$ cat src/rtl/mem_stage.sv
// Memory-access stage between EX and write-back. ALU results pass through in one cycle.
// Loads and stores run a req/ack handshake with a bounded wait, then emit one registered WB bundle.
module mem_stage #(
  parameter int DATA_W  = 16,
  parameter int ADDR_W  = 16,
  parameter int REG_W   = 4,
  parameter int TIMEOUT = 15
) (
  input  logic              clk,
  input  logic              rst_n,
  input  logic              in_valid,
  output logic              in_ready,
  input  logic              in_ld,
  input  logic              in_st,
  input  logic [ADDR_W-1:0] in_addr,
  input  logic [DATA_W-1:0] in_wdata,
  input  logic [DATA_W-1:0] in_alu,
  input  logic [REG_W-1:0]  in_rd,
  input  logic              in_we,
  input  logic              in_hlt,
  output logic              mem_req,
  output logic              mem_wr,
  output logic [ADDR_W-1:0] mem_addr,
  output logic [DATA_W-1:0] mem_wdata,
  input  logic              mem_ack,
  input  logic [DATA_W-1:0] mem_rdata,
  output logic              out_valid,
  output logic [DATA_W-1:0] out_data,
  output logic [REG_W-1:0]  out_rd,
  output logic              out_we,
  output logic              out_hlt,
  output logic              err
);

  localparam int CNT_W = (TIMEOUT < 2) ? 1 : $clog2(TIMEOUT);

  typedef enum logic [1:0] {IDLE, REQ, HALT} state_t;

  state_t              state_q, state_d;
  logic [CNT_W-1:0]    cnt_q, cnt_d;
  logic                err_q, err_d;

  // p0: request captured from EX, held for the whole memory access
  logic                req_p0, req_d;
  logic                wr_p0, wr_d;
  logic [ADDR_W-1:0]   addr_p0, addr_d;
  logic [DATA_W-1:0]   wdata_p0, wdata_d;
  logic [REG_W-1:0]    rd_p0, rd_d;
  logic                we_p0, we_d;
  logic                hlt_p0, hlt_d;

  // p1: write-back bundle
  logic                vld_p1, vld_d;
  logic [DATA_W-1:0]   data_p1, data_d;
  logic [REG_W-1:0]    rd_p1, rd1_d;
  logic                we_p1, we1_d;
  logic                hlt_p1, hlt1_d;

  always_comb begin
    state_d = state_q;
    cnt_d   = cnt_q;
    err_d   = err_q;
    req_d   = req_p0;
    wr_d    = wr_p0;
    addr_d  = addr_p0;
    wdata_d = wdata_p0;
    rd_d    = rd_p0;
    we_d    = we_p0;
    hlt_d   = hlt_p0;
    vld_d   = 1'b0;
    data_d  = data_p1;
    rd1_d   = rd_p1;
    we1_d   = we_p1;
    hlt1_d  = hlt_p1;

    case (state_q)
      IDLE: begin
        if (in_valid) begin
          if (in_ld || in_st) begin
            state_d = REQ;
            cnt_d   = '0;
            req_d   = 1'b1;
            wr_d    = in_st;
            addr_d  = in_addr;
            wdata_d = in_wdata;
            rd_d    = in_rd;
            we_d    = in_we;
            hlt_d   = in_hlt;
          end else begin
            vld_d   = 1'b1;
            data_d  = in_alu;
            rd1_d   = in_rd;
            we1_d   = in_we;
            hlt1_d  = in_hlt;
            if (in_hlt) state_d = HALT;
          end
        end
      end
      REQ: begin
        if (mem_ack) begin
          req_d   = 1'b0;
          vld_d   = 1'b1;
          data_d  = wr_p0 ? '0 : mem_rdata;
          we1_d   = wr_p0 ? 1'b0 : we_p0;
          rd1_d   = rd_p0;
          hlt1_d  = hlt_p0;
          state_d = hlt_p0 ? HALT : IDLE;
        end else if (cnt_q == CNT_W'(TIMEOUT - 1)) begin
          // Abandon the access: report it to WB without a register write
          req_d   = 1'b0;
          err_d   = 1'b1;
          vld_d   = 1'b1;
          data_d  = '0;
          we1_d   = 1'b0;
          rd1_d   = rd_p0;
          hlt1_d  = hlt_p0;
          state_d = hlt_p0 ? HALT : IDLE;
        end else begin
          cnt_d = cnt_q + CNT_W'(1);
        end
      end
      HALT: ;
      default: state_d = IDLE;
    endcase
  end

  always_ff @(posedge clk or posedge rst_n) begin
    if (rst_n) begin
      state_q  <= IDLE;
      cnt_q    <= '0;
      err_q    <= 1'b0;
      req_p0   <= 1'b0;
      wr_p0    <= 1'b0;
      addr_p0  <= '0;
      wdata_p0 <= '0;
      rd_p0    <= '0;
      we_p0    <= 1'b0;
      hlt_p0   <= 1'b0;
      vld_p1   <= 1'b0;
      data_p1  <= '0;
      rd_p1    <= '0;
      we_p1    <= 1'b0;
      hlt_p1   <= 1'b0;
    end else begin
      state_q  <= state_d;
      cnt_q    <= cnt_d;
      err_q    <= err_d;
      req_p0   <= req_d;
      wr_p0    <= wr_d;
      addr_p0  <= addr_d;
      wdata_p0 <= wdata_d;
      rd_p0    <= rd_d;
      we_p0    <= we_d;
      hlt_p0   <= hlt_d;
      vld_p1   <= vld_d;
      data_p1  <= data_d;
      rd_p1    <= rd1_d;
      we_p1    <= we1_d;
      hlt_p1   <= hlt1_d;
    end
  end

  assign in_ready  = (state_q == IDLE);
  assign mem_req   = req_p0;
  assign mem_wr    = wr_p0;
  assign mem_addr  = addr_p0;
  assign mem_wdata = wdata_p0;
  assign out_valid = vld_p1;
  assign out_data  = data_p1;
  assign out_rd    = rd_p1;
  assign out_we    = we_p1;
  assign out_hlt   = hlt_p1;
  assign err       = err_q;

endmodule

$ cat config.mk
export PLATFORM = sky130hd
export DESIGN_NAME = mem_stage
export DESIGN_NICKNAME = d
export VERILOG_FILES = /design/src/rtl/mem_stage.sv
export SDC_FILE = /design/constraint.sdc
export NUM_CORES = 1
export LEC_CHECK = 0
export BUFFER_PORTS_ARGS = -buffer_cell sky130_fd_sc_hd__buf_2
export CAP_MARGIN = 20
export CORE_MARGIN = 10
export CORE_UTILIZATION = 30
export CTS_BUF_LIST = sky130_fd_sc_hd__clkbuf_4 sky130_fd_sc_hd__clkbuf_8
export DETAILED_ROUTE_END_ITERATION = 6
export SLEW_MARGIN = 20
export SYNTH_ARGS = -nofsm -noshare
export SYNTH_HDL_FRONTEND = slang
export SYNTH_SLANG_ARGS = --single-unit
export TNS_END_PERCENT = 30
$ cat constraint.sdc
create_clock -name clk -period 3.12 [get_ports clk]
set_input_delay 0.624 -clock clk [delete_from_list [all_inputs] [get_ports clk]]
set_output_delay 0.624 -clock clk [all_outputs]
set_load 0.005 [all_outputs]
Word level (Yosys, flattened, before mapping)
Index checks and enable logic that the tools add are counted.

Add/subtract/negate cells: 1. Equality and inequality tests: 10. Mux-type cells: 43. Bitwise operators: 2. Reduce and logical (&&, ||, !) cells: 9.

Operators by type and width (number): 2-to-1 mux 16 bit (5); 2-to-1 mux 4 bit (8); case mux 16 bit (2 select lines) (1); 2-to-1 mux 1 bit (16); case mux 4 bit (2 select lines) (2); 2-to-1 mux 2 bit (6); AND reduction 4 bit (3); != test 2 bit (second input constant) (4); case mux 1 bit (2 select lines) (4); case mux 2 bit (3 select lines) (1); AND reduction 3 bit (2); AND reduction 5 bit (1); adder 4 x 1 -> 4 bit (second input constant) (1); equality test 4 bit (second input constant) (1); != test 3 x 1 -> 1 bit (second input constant) (1); != test 3 bit (second input constant) (1); equality test 2 x 1 -> 1 bit (second input constant) (1); equality test 2 bit (second input constant) (1); zero test 2 bit (1); != test 2 x 1 -> 1 bit (second input constant) (1); inverter 1 bit (2); nonzero test 2 bit (1); logical OR 1 bit (1).

Flip-flop bits (word level): 70. Output and inout port bits: 59. Logic and storage cells: 80.

Logic depth before layout (Yosys ltp)
Gate-level depths: netlist (run 1).

Depth in word-level cells: 4. Mapped depth: 8.

Least setup slack after synthesis (run 1)
Ideal clock, no wire load.

Path kind: in2reg. Start: input port in_st. End: register addr_p0[0], in the netlist mem_addr[0]. Data arrival time: 1543 ps. Slack: 1452 ps. Cell stages on the path: 5. Buffers on the path: 2. Path through: o21ai_1 nand2b_1 buf_6 buf_6 mux2_4.

Longest elaborated chain between the ends: 2.

Ends and longest elaborated chain: start, declared (RTL line 14) `input logic in_st,`; logical OR 1 bit (RTL line 79) `if (in_ld || in_st) begin`; AND reduction 3 bit (no line); end signal, assigned (RTL line 150) `addr_p0 <= addr_d;`; end, declared (RTL line 46) `logic [ADDR_W-1:0] addr_p0, addr_d;`.

No other way between the ends. A chain may end at the register's enable or synchronous reset.

Final worst setup path (run 1)
Start: register state_q[0]. End: register data_p1[3], in the netlist out_data[3].

Longest elaborated chain between the ends: 3.

Ends and longest elaborated chain: start, declared (RTL line 39) `state_t state_q, state_d;`; start signal, assigned (RTL line 145) `state_q <= state_d;`; equality test 2 x 1 -> 1 bit or zero test 2 bit (tied branches) (RTL line 76) `case (state_q)`; != test 3 bit (no line) (tied with other cells); AND reduction 4 bit (no line); end signal, assigned (RTL line 156) `data_p1 <= data_d;`; end, declared (RTL line 54) `logic [DATA_W-1:0] data_p1, data_d;`.

Parallel ways exist; a longest one is shown, timed or not.

==> run metrics, run 1 <==
Synth Area in Simple Gates=just over 8%; number of synthesized flops with an enable pin=0; Slew headroom=between 50% and 60%; Synth Area in Compound Gates=a little under an eighth; Placed Area=~3800 um^2; Initial Util=30.9%; gpl congestion=roughly 0.74; H-tree depth=3; Setup Viol. Count Final=0; Hold Violations, Final=0; WP data arrival=2.21 ns; Comb pwr share=just under 5%; # diodes=0; row cnt=36; Max Root-Sink Buffers=2; Seq pwr share=around 52%; ANT nets after route=0; CTS sink cnt=70; slew of the pin with the lowest slew margin=roughly 0.67 ns; Ys Warns=0; fin nets=447; crit end category=flip-flop; ys async rst share=100%; syn_nets=313; Worst-path clk slew=0.08 ns; Post-Syn Instances=around 240; register area share after synthesis=about three fifths; drt pass-1 iters=3; P_leak=between 0.002 and 0.0025 uW; Die X=between 100 and 150 um; Max VDD drop=approximately 0.23 mV; global route overflow=0; Period minus WS final=1.96 ns; HP Class=in2async; FF+latch area=1750 um^2; full die area=between 10000 and 15000 um^2; fillers=between 1000 and 1500; CP max FO=21; CP Cell Sequence=nand2b_4, nor3b_4, a22oi_1, o21ai_1; syn avg cell area=about 13 um^2; ratio of cells with drive above 1 in the final layout=between 50% and 60%; Mapped Area=3020 um^2; post-synthesis mux area share=around 17%; period utilization=62.9%; #FFs+latches synth=70; Final Slew Violations=0; CTS Buf Count=9; critical path required time=3.37 ns; outcome=completed; Cell Int Power=about 1300 uW; CTS root buf=clkbuf_8; Primary FF master, synth=dfrtp_1; critical path type=reg2reg; CP startpoint kind=flip-flop; Pwr Density=around 440 nW/um^2; Tot Pwr=1750 uW; combinational family with the most area after synthesis=multiplexers; max frequency=a little over 0.5 GHz; setup bufs post-CTS=0; cts hold-fix bufs=0; CTS tree=built; DR WL/cell=about 15 um; sw power=399 uW; # Max-Cap Violations=0; Clock power frac=a little over two fifths; DRC violations left=0; 1st-iter DRT viols=65; # port buffers=around 130; core area=around 9800 um^2; RSZ-0062 raised after global routing=false; Worst Skew=0.0151 ns; Vias per Instance=roughly 4.5; Distinct cells, synth=32; GRT Util Overall=about a tenth; via count=~2300; DP Wirelength=approximately 6100 um; global-route wire length before repair=~13000 um; switch share=between 20% and 30%; Slowest cell on crit path=dfrtp_1; Max stage delay on crit path=approximately 0.66 ns; initial antenna violation count=1; filler-free cell count of the finished design=507; synthesis-to-layout area growth=32.6%; Setup TNS=0 ns; Placed Cells=491; final instance area=between 3000 and 4000 um^2; post_cts resized=0; largest net degree at the start of global routing=46; chip height=between 100 and 150 um; vias in the first global route=roughly 2500; final wirelength=7840 um; clock latency on the worst-skew pair=~0.33 ns; I/O pin total=about 140; multi-input combinational cell area=~1100 um^2; XOR/XNOR share of the synthesized area=0%; Post-Synth Adder-Cell Area=0.830%
==> power by group through the flow <==
stage / sequential, uW / clock [uW] / combinational (uW)
global placement: 927 / 0 / 86.4
CTS: 909 / 784 / 89.1
global route: 910 / 817 / 97.5
finish: 909 / 753 / 86.0
detailed placement: 927 / 0 / 88.9
floorplan: 927 / 0 / 28.6
==> cells by family after synthesis <==
family                     after synthesis
and+or+nand+nor                         48
buffers and inverters                   20
muxes                                   43
AOI/OAI and AO/OA                       52
DFF                                     70
adders and majority gates                2
==> area by class of cell <==
class,instances,area share [%]
repair buffers,137,18.0
multi-input cells,145,28.3
clock inverters,6,1.72
flip-flops and latches,70,43.8
inverters,6,0.563
well taps,133,4.16
clock buffers,10,3.44
==> state kept, by name, indices dropped and copies added, names as in the netlist <==
name	flops
hlt_p0	1
state_q	2
out_data	16
mem_wr	1
mem_addr	16
rd_p0	4
we_p0	1
out_hlt	1
out_rd	4
mem_req	1
err	1
out_we	1
out_valid	1
cnt_q	4
mem_wdata	16
==> layer usage <==
metal	global-route usage, %	vias to the layer above	share of wire, %
li1	-	1107	-
met1	12.9	1062	44
met2	17.0	81	45
met3	4.65	11	9.6
met4	2.94	2	1.0
met5	0	-	0.17
==> worst max-delay path: cells and delay by family (launching register included) <==
kind | cells | cell delay (ns)
compound gates | 2 | 0.33
flops | 1 | 0.66
simple gates | 2 | 0.89
==> cell usage in the layout (no fill, tap or decap), types with 2 or more instances in the layout <==
cell type / instances
a211o_1: 2
a22oi_1: 17
and3_1: 4
buf_12: 2
buf_2: 134
clkbuf_8: 10
clkinv_4: 2
dfrtp_1: 70
ha_1: 2
inv_1: 5
mux2_2: 29
mux2_4: 10
mux2i_1: 4
nand2_1: 28
nand3_1: 2
nor2_1: 4
nor4_1: 2
o21ai_0: 5
o21ai_1: 22
==> final timing paths <==
check / startpoint / endpoint / slack, ns / depth (start not counted)
setup / recovery: state_q[0]$_DFFE_PP0P_ / out_data[3]$_DFFE_PP0P_ / 1.16 / 4
hold / removal: rst_n / mem_wdata[11]$_DFFE_PP0P_ / 0.34 / 2
setup reg to reg: state_q[0]$_DFFE_PP0P_ / out_data[3]$_DFFE_PP0P_ / 1.16 / 4
hold reg to reg: err$_DFFE_PP0P_ / err$_DFFE_PP0P_ / 0.46 / 1
max in group asynchronous: rst_n / mem_addr[12]$_DFFE_PP0P_ / 2.12 / 3
min in group clk: err$_DFFE_PP0P_ / err$_DFFE_PP0P_ / 0.46 / 1
==> per-stage QoR <==
stage | hold slack [ns] | utilization [%] | worst slack (ns)
after floorplan | 0.451 | - | 0.728
after global placement | 0.438 | 38.8 | 1.10
after detailed placement | 0.439 | 38.8 | 1.05
after CTS | 0.341 | 40.9 | 1.11
after global routing | 0.365 | 40.9 | 0.911
final | 0.338 | 40.9 | 1.16
==> cell usage after synthesis (4+ instances only) <==
cell type	n	area, um^2
mux2i_1	4	40.0
mux2_2	29	327
a22oi_1	17	128
buf_6	6	67.6
nand2_1	28	105
o21ai_1	22	110
inv_1	6	22.5
buf_2	5	25.0
nor2_1	4	15.0
dfrtp_1	70	1750
o21ai_0	5	25.0
and3_1	4	25.0
mux2_4	10	150
Power figures use the tool's default switching activity.
==> run 2, diff against run 1 <==
ABC_AREA = 1   (was default)
clock period = 1.86 ns   (was 3.12 ns; I/O delays follow)
==> run 2 against run 1 <==
First-iteration DRC count grew 86%. Non-clock buffer count grew 4. Core utilization shrank 0.083 points. Fmax grew 26%. Worst setup slack lost 0.86 ns. Critical path type unchanged.
==> run metrics, run 2 <==
Mapped Area=3230 um^2 (was 3020 um^2); global-route wire length before repair=14800 um (was 12700 um); CP startpoint kind=flip-flop (unchanged); top cell type's share of synthesized area=54.2% (was 58.1%); chip height=124 um (was 120 um); CTS Buf Count=9 (unchanged); sw power=657 uW (was 399 uW); Worst Skew=0.0113 ns (was 0.0151 ns); final wirelength=9210 um (was 7840 um); critical path type=reg2reg (unchanged); register area share after synthesis=54.2% (was 58.1%); max frequency=0.641 GHz (was 0.510 GHz); most frequent cells in the layout=buf_2 (134), nand2_1 (122), dfrtp_1 (70), nand3_1 (47), inv_1 (44) (was buf_2 (134), dfrtp_1 (70), mux2_2 (29), nand2_1 (28), o21ai_1 (22)); Distinct cells, synth=22 (was 32); commonest non-fill, non-tap cell in the layout=buf_2 (unchanged); Ys Warns=0 (unchanged); Seq pwr share=49.4% (was 52.0%); DRC violations left=0 (unchanged); Pwr Density=724 nW/um^2 (was 437 nW/um^2); period utilization=83.8% (was 62.9%); DP Wirelength=6890 um (was 6080 um); DR WL/cell=14.0 um (was 15.5 um); CP max FO=23 (was 21); Worst-path clk slew=0.08 ns (about the same); via count=2910 (was 2263); vias in the first global route=3045 (was 2494); Cell Int Power=2420 uW (was 1350 uW); outcome=completed (unchanged); P_leak=0.00251 uW (was 0.00226 uW); synthesis-to-layout area growth=31.6% (was 32.6%); row cnt=37 (was 36); Slew headroom=59.4% (was 55.0%); CTS root buf=clkbuf_8 (unchanged); 1st-iter DRT viols=121 (was 65); number of synthesized flops with an enable pin=0 (unchanged); RSZ-0062 raised after global routing=false (unchanged); Primary FF master, synth=dfrtp_1 (unchanged); ys async rst share=100% (unchanged); global route overflow=0 (unchanged); WP data arrival=1.79 ns (was 2.21 ns); Vias per Instance=4.42 (was 4.46); crit end category=flip-flop (unchanged); setup slack, reg-to-reg=0.30 ns (was 1.16 ns); Period minus WS final=1.56 ns (was 1.96 ns); Final Slew Violations=0 (unchanged); slew of the pin with the lowest slew margin=0.608 ns (was 0.675 ns); critical path required time=2.09 ns (was 3.37 ns); switch share=21.3% (was 22.8%); Max VDD drop=0.280 mV (was 0.235 mV); Setup Viol. Count Final=0 (unchanged); fillers=1063 (was 1005); initial antenna violation count=2 (was 1); setup bufs post-CTS=0 (unchanged); # port buffers=134 (unchanged); post_cts resized=0 (unchanged); gpl congestion=0.777 (was 0.744); clock latency on the worst-skew pair=0.34 ns (was 0.33 ns); ANT nets after route=0 (unchanged); core area=10400 um^2 (was 9770 um^2); syn_nets=465 (was 313); syn avg cell area=8.35 um^2 (was 12.8 um^2); Setup TNS=0 ns (unchanged); drt pass-1 iters=4 (was 3); largest net degree at the start of global routing=71 (was 46); HP Class=in2async (unchanged); top cell type by total area after synthesis=dfrtp_1 (unchanged); fin nets=594 (was 447); Die X=124 um (was 120 um); H-tree depth=3 (unchanged); CTS tree=built (unchanged); hold slack=0.113 ns (was 0.338 ns); Max Root-Sink Buffers=2 (unchanged); cts hold-fix bufs=0 (unchanged); ratio of cells with drive above 1 in the final layout=34.0% (was 52.9%); # Max-Cap Violations=0 (unchanged); #FFs+latches synth=70 (unchanged); Post-Syn Instances=387 (was 235); GRT Util Overall=12.0% (was 10.7%); I/O pin total=135 (unchanged); most instantiated library cell after synthesis=nand2_1 (was dfrtp_1); Hold Violations, Final=0 (unchanged); full die area=15300 um^2 (was 14500 um^2); Initial Util=31.0% (was 30.9%); commonest cells in the netlist=nand2_1 (122), dfrtp_1 (70), nand3_1 (48), inv_1 (45) (was dfrtp_1 (70), mux2_2 (29), nand2_1 (28), o21ai_1 (22), a22oi_1 (17)); CTS sink cnt=70 (unchanged); Clock power frac=44.8% (was 43.1%); synth top area cells=dfrtp_1 (54%), nand2_1 (14%), nand3_1 (7.4%), inv_1 (5.2%), o21ai_0 (4.0%) (was dfrtp_1 (58%), mux2_2 (11%), mux2_4 (5.0%), a22oi_1 (4.2%), o21ai_1 (3.6%)); Comb pwr share=5.8% (was 4.9%)
==> run 2: changes by cell type after synthesis, moves of 7 or more <==
| cell | before | now |
|---|---|---|
| nand2_1 | 28 | 122 |
| nand3_1 | 2 | 48 |
| inv_1 | 6 | 45 |
| mux2_2 | 29 | 0 |
| o21ai_0 | 5 | 26 |
| a22oi_1 | 17 | 0 |
| mux2_4 | 10 | 0 |
| o21ai_2 | 0 | 10 |
| buf_2 | 5 | 12 |
==> run 2: cell type report <==
class                   instances  area (um^2)  share of cell area, %
diodes                          1         2.50                 0.0588
clock buffers                  12          153                   3.59
clock inverters                 4         70.1                   1.65
inverters                      48          184                   4.32
multi-input cells             246         1170                   27.6
flip-flops and latches         70         1750                   41.2
well taps                     136          170                   4.00
repair buffers                141          748                   17.6
==> run 2: per-stage QoR <==
step | std cells | power, uW | util (%) | setup slack, ns | instance area, um^2
3_3_place_gp | 641 | 1730 | 38.7 | 0.381 | 4030
2_1_floorplan | 387 | 1630 | - | 0.510 | 3240
4_1_cts | 657 | 3130 | 40.8 | 0.273 | 4250
3_5_place_dp | 641 | 1730 | 38.7 | 0.265 | 4030
5_1_grt | 657 | 3210 | 40.8 | 0.122 | 4250
6_report | 658 | 3080 | 40.8 | 0.301 | 4250
==> run 2: per-layer routing <==
| metal | GRT usage (%) | up-vias | part of all wire (%) |
|---|---|---|---|
| met5 | 0 | - | 0.14 |
| met1 | 14.3 | 1308 | 42 |
| li1 | - | 1478 | - |
| met4 | 4.15 | 2 | 0.99 |
| met3 | 5.93 | 11 | 13 |
| met2 | 18.3 | 111 | 43 |
==> run 2: worst paths after layout <==
check                                             start                       end  cells after the start
worst max-delay path               cnt_q[0]$_DFFE_PP0P_       out_hlt$_DFFE_PP0P_                      8
worst min-delay path                              rst_n  mem_addr[12]$_DFFE_PP0P_                      3
worst max register to register     cnt_q[0]$_DFFE_PP0P_       out_hlt$_DFFE_PP0P_                      8
worst min register to register  mem_addr[9]$_DFFE_PP0P_   mem_addr[9]$_DFFE_PP0P_                      2
max in group asynchronous                         rst_n   out_data[4]$_DFFE_PP0P_                      3
min in group clk                            in_addr[12]  mem_addr[12]$_DFFE_PP0P_                      3
==> run 2: power by group through the flow <==
stage,combinational (uW),clock [uW],sequential (uW)
after floorplan,76.1,0,1550
after global placement,178,0,1550
after detailed placement,182,0,1550
after CTS,183,1430,1520
after global routing,205,1480,1520
final,179,1380,1520
==> run 2: cell families (layout without fill, tap and decap cells) <==
| group | count (synthesis) | in the layout | synth area share [%] |
|---|---|---|---|
| other | 0 | 1 | 0 |
| AND/OR/NAND/NOR | 179 | 179 | 23.6 |
| buffers and inverters | 71 | 205 | 9.87 |
| adder cells (fa/ha/maj) | 2 | 2 | 0.774 |
| AO/OA/AOI/OAI | 64 | 64 | 11.3 |
| flip-flops | 70 | 70 | 54.2 |
| XOR/XNOR | 1 | 1 | 0.271 |
==> run 2: worst max-delay path, stage by stage, from the launching register on <==
cell and delay [ns]:
dfrtp_1 0.43, inv_1 0.08, ha_1 0.20, nand3_1 0.12, nand2_1 0.06, nand2_1 0.09
nand2_2 0.25, nand2_1 0.17, nand2_1 0.06
==> run 3, diff against run 2 <==
ABC_AREA = 0   (was 1)
clock period = 1.3 ns   (was 1.86 ns; I/O delays follow)
==> run 3 against run 2 <==
Sequential power is 43% higher. Critical endpoint is now out_data[1]$_DFFE_PP0P_. Total power increased by 57%. Global-route usage down 0.17 points. Final cell count fell by 17%. The flow now finishes with violations (negative setup slack). Non-clock buffer count rose by 32. Clock skew down 0.0025 ns. Wire length down 4.9%. Largest cell class unchanged.
==> run metrics, run 3 (synthesized netlist as in run 1, its figures left out) <==
full die area=14500 um^2 (was 15300 um^2); via count=2494 (was 2910); DR WL/cell=16.1 um (was 14.0 um); row cnt=36 (was 37); Cell Int Power=3880 uW (was 2420 uW); beginning of the critical path=cnt_q[0]$_DFFE_PP0P_ (unchanged); P_leak=0.00259 uW (was 0.00251 uW); vias in the first global route=2780 (was 3045); CP max FO=8 (was 23); # diodes=0 (was 1); Setup Viol. Count Final=38 (was 0); slew of the pin with the lowest slew margin=0.378 ns (was 0.608 ns); Initial Util=30.9% (was 31.0%); HP Class=in2async (unchanged); WP data arrival=1.77 ns (was 1.79 ns); period utilization=120% (was 83.8%); Vias per Instance=4.59 (was 4.42); GRT Util Overall=11.8% (was 12.0%); global-route wire length before repair=14000 um (was 14800 um); # port buffers=134 (unchanged); Comb pwr share=4.8% (was 5.8%); gpl congestion=0.831 (was 0.777); ANT nets after route=0 (unchanged); CTS sink cnt=70 (unchanged); # Max-Cap Violations=0 (unchanged); commonest non-fill, non-tap cell in the layout=buf_2 (unchanged); fillers=918 (was 1063); fin nets=483 (was 594); synthesis-to-layout area growth=56.7% (was 31.6%); max frequency=0.643 GHz (was 0.641 GHz); RSZ-0062 raised after global routing=true (was false); Setup TNS=-5.71 ns (was 0 ns); 1st-iter DRT viols=105 (was 121); setup slack, reg-to-reg=-0.25 ns (was 0.30 ns); global route overflow=0 (unchanged); initial antenna violation count=1 (was 2); Final Slew Violations=0 (unchanged); Clock power frac=50.0% (was 44.8%); Max Root-Sink Buffers=2 (unchanged); CP startpoint kind=flip-flop (unchanged); critical path type=reg2reg (unchanged); DP Wirelength=6260 um (was 6890 um); FF+latch area=1750 um^2 (about the same); crit end category=flip-flop (unchanged); final instance area=4730 um^2 (was 4250 um^2); hold slack=0.0181 ns (was 0.113 ns); core area=9770 um^2 (was 10400 um^2); sw power=948 uW (was 657 uW); final wirelength=8750 um (was 9210 um); Period minus WS final=1.55 ns (was 1.56 ns); DRC violations left=0 (unchanged); ratio of cells with drive above 1 in the final layout=67.3% (was 34.0%); clock latency on the worst-skew pair=0.33 ns (was 0.34 ns); Slew headroom=74.8% (was 59.4%); largest net degree at the start of global routing=71 (unchanged); CTS Buf Count=9 (unchanged); switch share=19.6% (was 21.3%); CTS tree=built (unchanged); I/O pin total=135 (unchanged); Placed Area=4010 um^2 (was 4030 um^2); Max VDD drop=0.611 mV (was 0.280 mV); critical path required time=1.52 ns (was 2.09 ns); Hold Violations, Final=0 (unchanged); Final Worst Setup Slack=-0.255 ns (was 0.301 ns); drt pass-1 iters=4 (unchanged); outcome=complete, but fails checks (was completed); chip height=120 um (was 124 um); CTS root buf=clkbuf_8 (unchanged); multi-input combinational cell area=1350 um^2 (was 1170 um^2); Die X=120 um (was 124 um); H-tree depth=3 (unchanged); most frequent cells in the layout=buf_2 (134), dfrtp_1 (68), mux2_2 (28), buf_4 (25), a22oi_1 (17) (was buf_2 (134), nand2_1 (122), dfrtp_1 (70), nand3_1 (47), inv_1 (44)); Pwr Density=1020 nW/um^2 (was 724 nW/um^2); Seq pwr share=45.2% (was 49.4%); Worst-path clk slew=0.08 ns (about the same); FF-to-FF Start=cnt_q[0]$_DFFE_PP0P_ (unchanged); failing checks=negative setup slack; Worst Skew=0.00877 ns (was 0.0113 ns)
-- run 3: cell types whose count changed in the layout (fill, tap and decap cells not counted), moves of 6 or more --
| cell | change |
|---|---|
| a22oi_1 | +17 |
| buf_4 | +20 |
| inv_1 | -40 |
| mux2_2 | +28 |
| mux2_4 | +11 |
| nand2_1 | -114 |
| nand2_4 | +15 |
| nand3_1 | -45 |
| o21ai_0 | -25 |
| o21ai_1 | -16 |
| o21ai_2 | +6 |
-- run 3: final timing paths --
path                            cells past startpoint                       end
worst max-delay path                                9   out_data[1]$_DFFE_PP0P_
worst min-delay path                                3  mem_wdata[9]$_DFFE_PP0P_
worst max register to register                      9   out_data[1]$_DFFE_PP0P_
worst min register to register                      1           err$_DFFE_PP0P_
max in group asynchronous                           3    state_q[0]$_DFFE_PP0P_
min in group clk                                    2   mem_addr[4]$_DFFE_PP0P_
-- run 3: through the flow --
stage	total power, uW	setup WS, ns	util (%)	instances
after floorplan	2290	-0.268	-	235
after global placement	2450	-0.278	41.1	515
after detailed placement	2450	-0.264	41.1	515
after CTS	4910	-0.248	46.9	541
after global routing	5030	-0.322	48.3	543
final	4830	-0.255	48.3	543
-- run 3: worst max-delay path, stage by stage, from the launching register on --
cell and delay, ns:
dfrtp_1 0.40, inv_2 0.08, ha_4 0.13, and3_4 0.19, o221ai_4 0.11, buf_6 0.14
buf_12 0.13, buf_16 0.15, nand2_4 0.06, o21ai_2 0.04
-- run 3: area by class of cell --
cell class / instances / share of cell area [%]
Multi-Input combinational cell: 145 / 28.5
Tap cell: 133 / 3.52
Clock buffer: 11 / 3.20
Inverter: 6 / 0.556
Sequential cell: 70 / 37.1
Timing Repair Buffer: 173 / 24.4
Clock inverter: 5 / 2.73
-- run 3: power groups by stage --
stage	Clock, uW	Combinational, uW	Sequential, uW
final	2410	233	2180
after global placement	0	226	2220
after global routing	2580	263	2180
after CTS	2500	236	2180
after floorplan	0	69.2	2230
after detailed placement	0	230	2220
-- run 3: timing repair --
| action | CTS | global route |
|---|---|---|
| gates resized for setup | 42 | 31 |
| buffers inserted | 6 | 2 |
| cloned | 4 | 1 |
| pin swaps | 12 | 18 |
| setup endpoints to repair | 60 | 55 |
| hold buffers | 0 | 0 |
-- run 3: layer usage --
layer  wire, um  GRT usage (%)  vias up
li1           -              -     1188
met1       3560           13.8     1205
met2       4240           19.1       89
met3        859           5.07       10
met4         82           3.85        2
met5         14              0        -
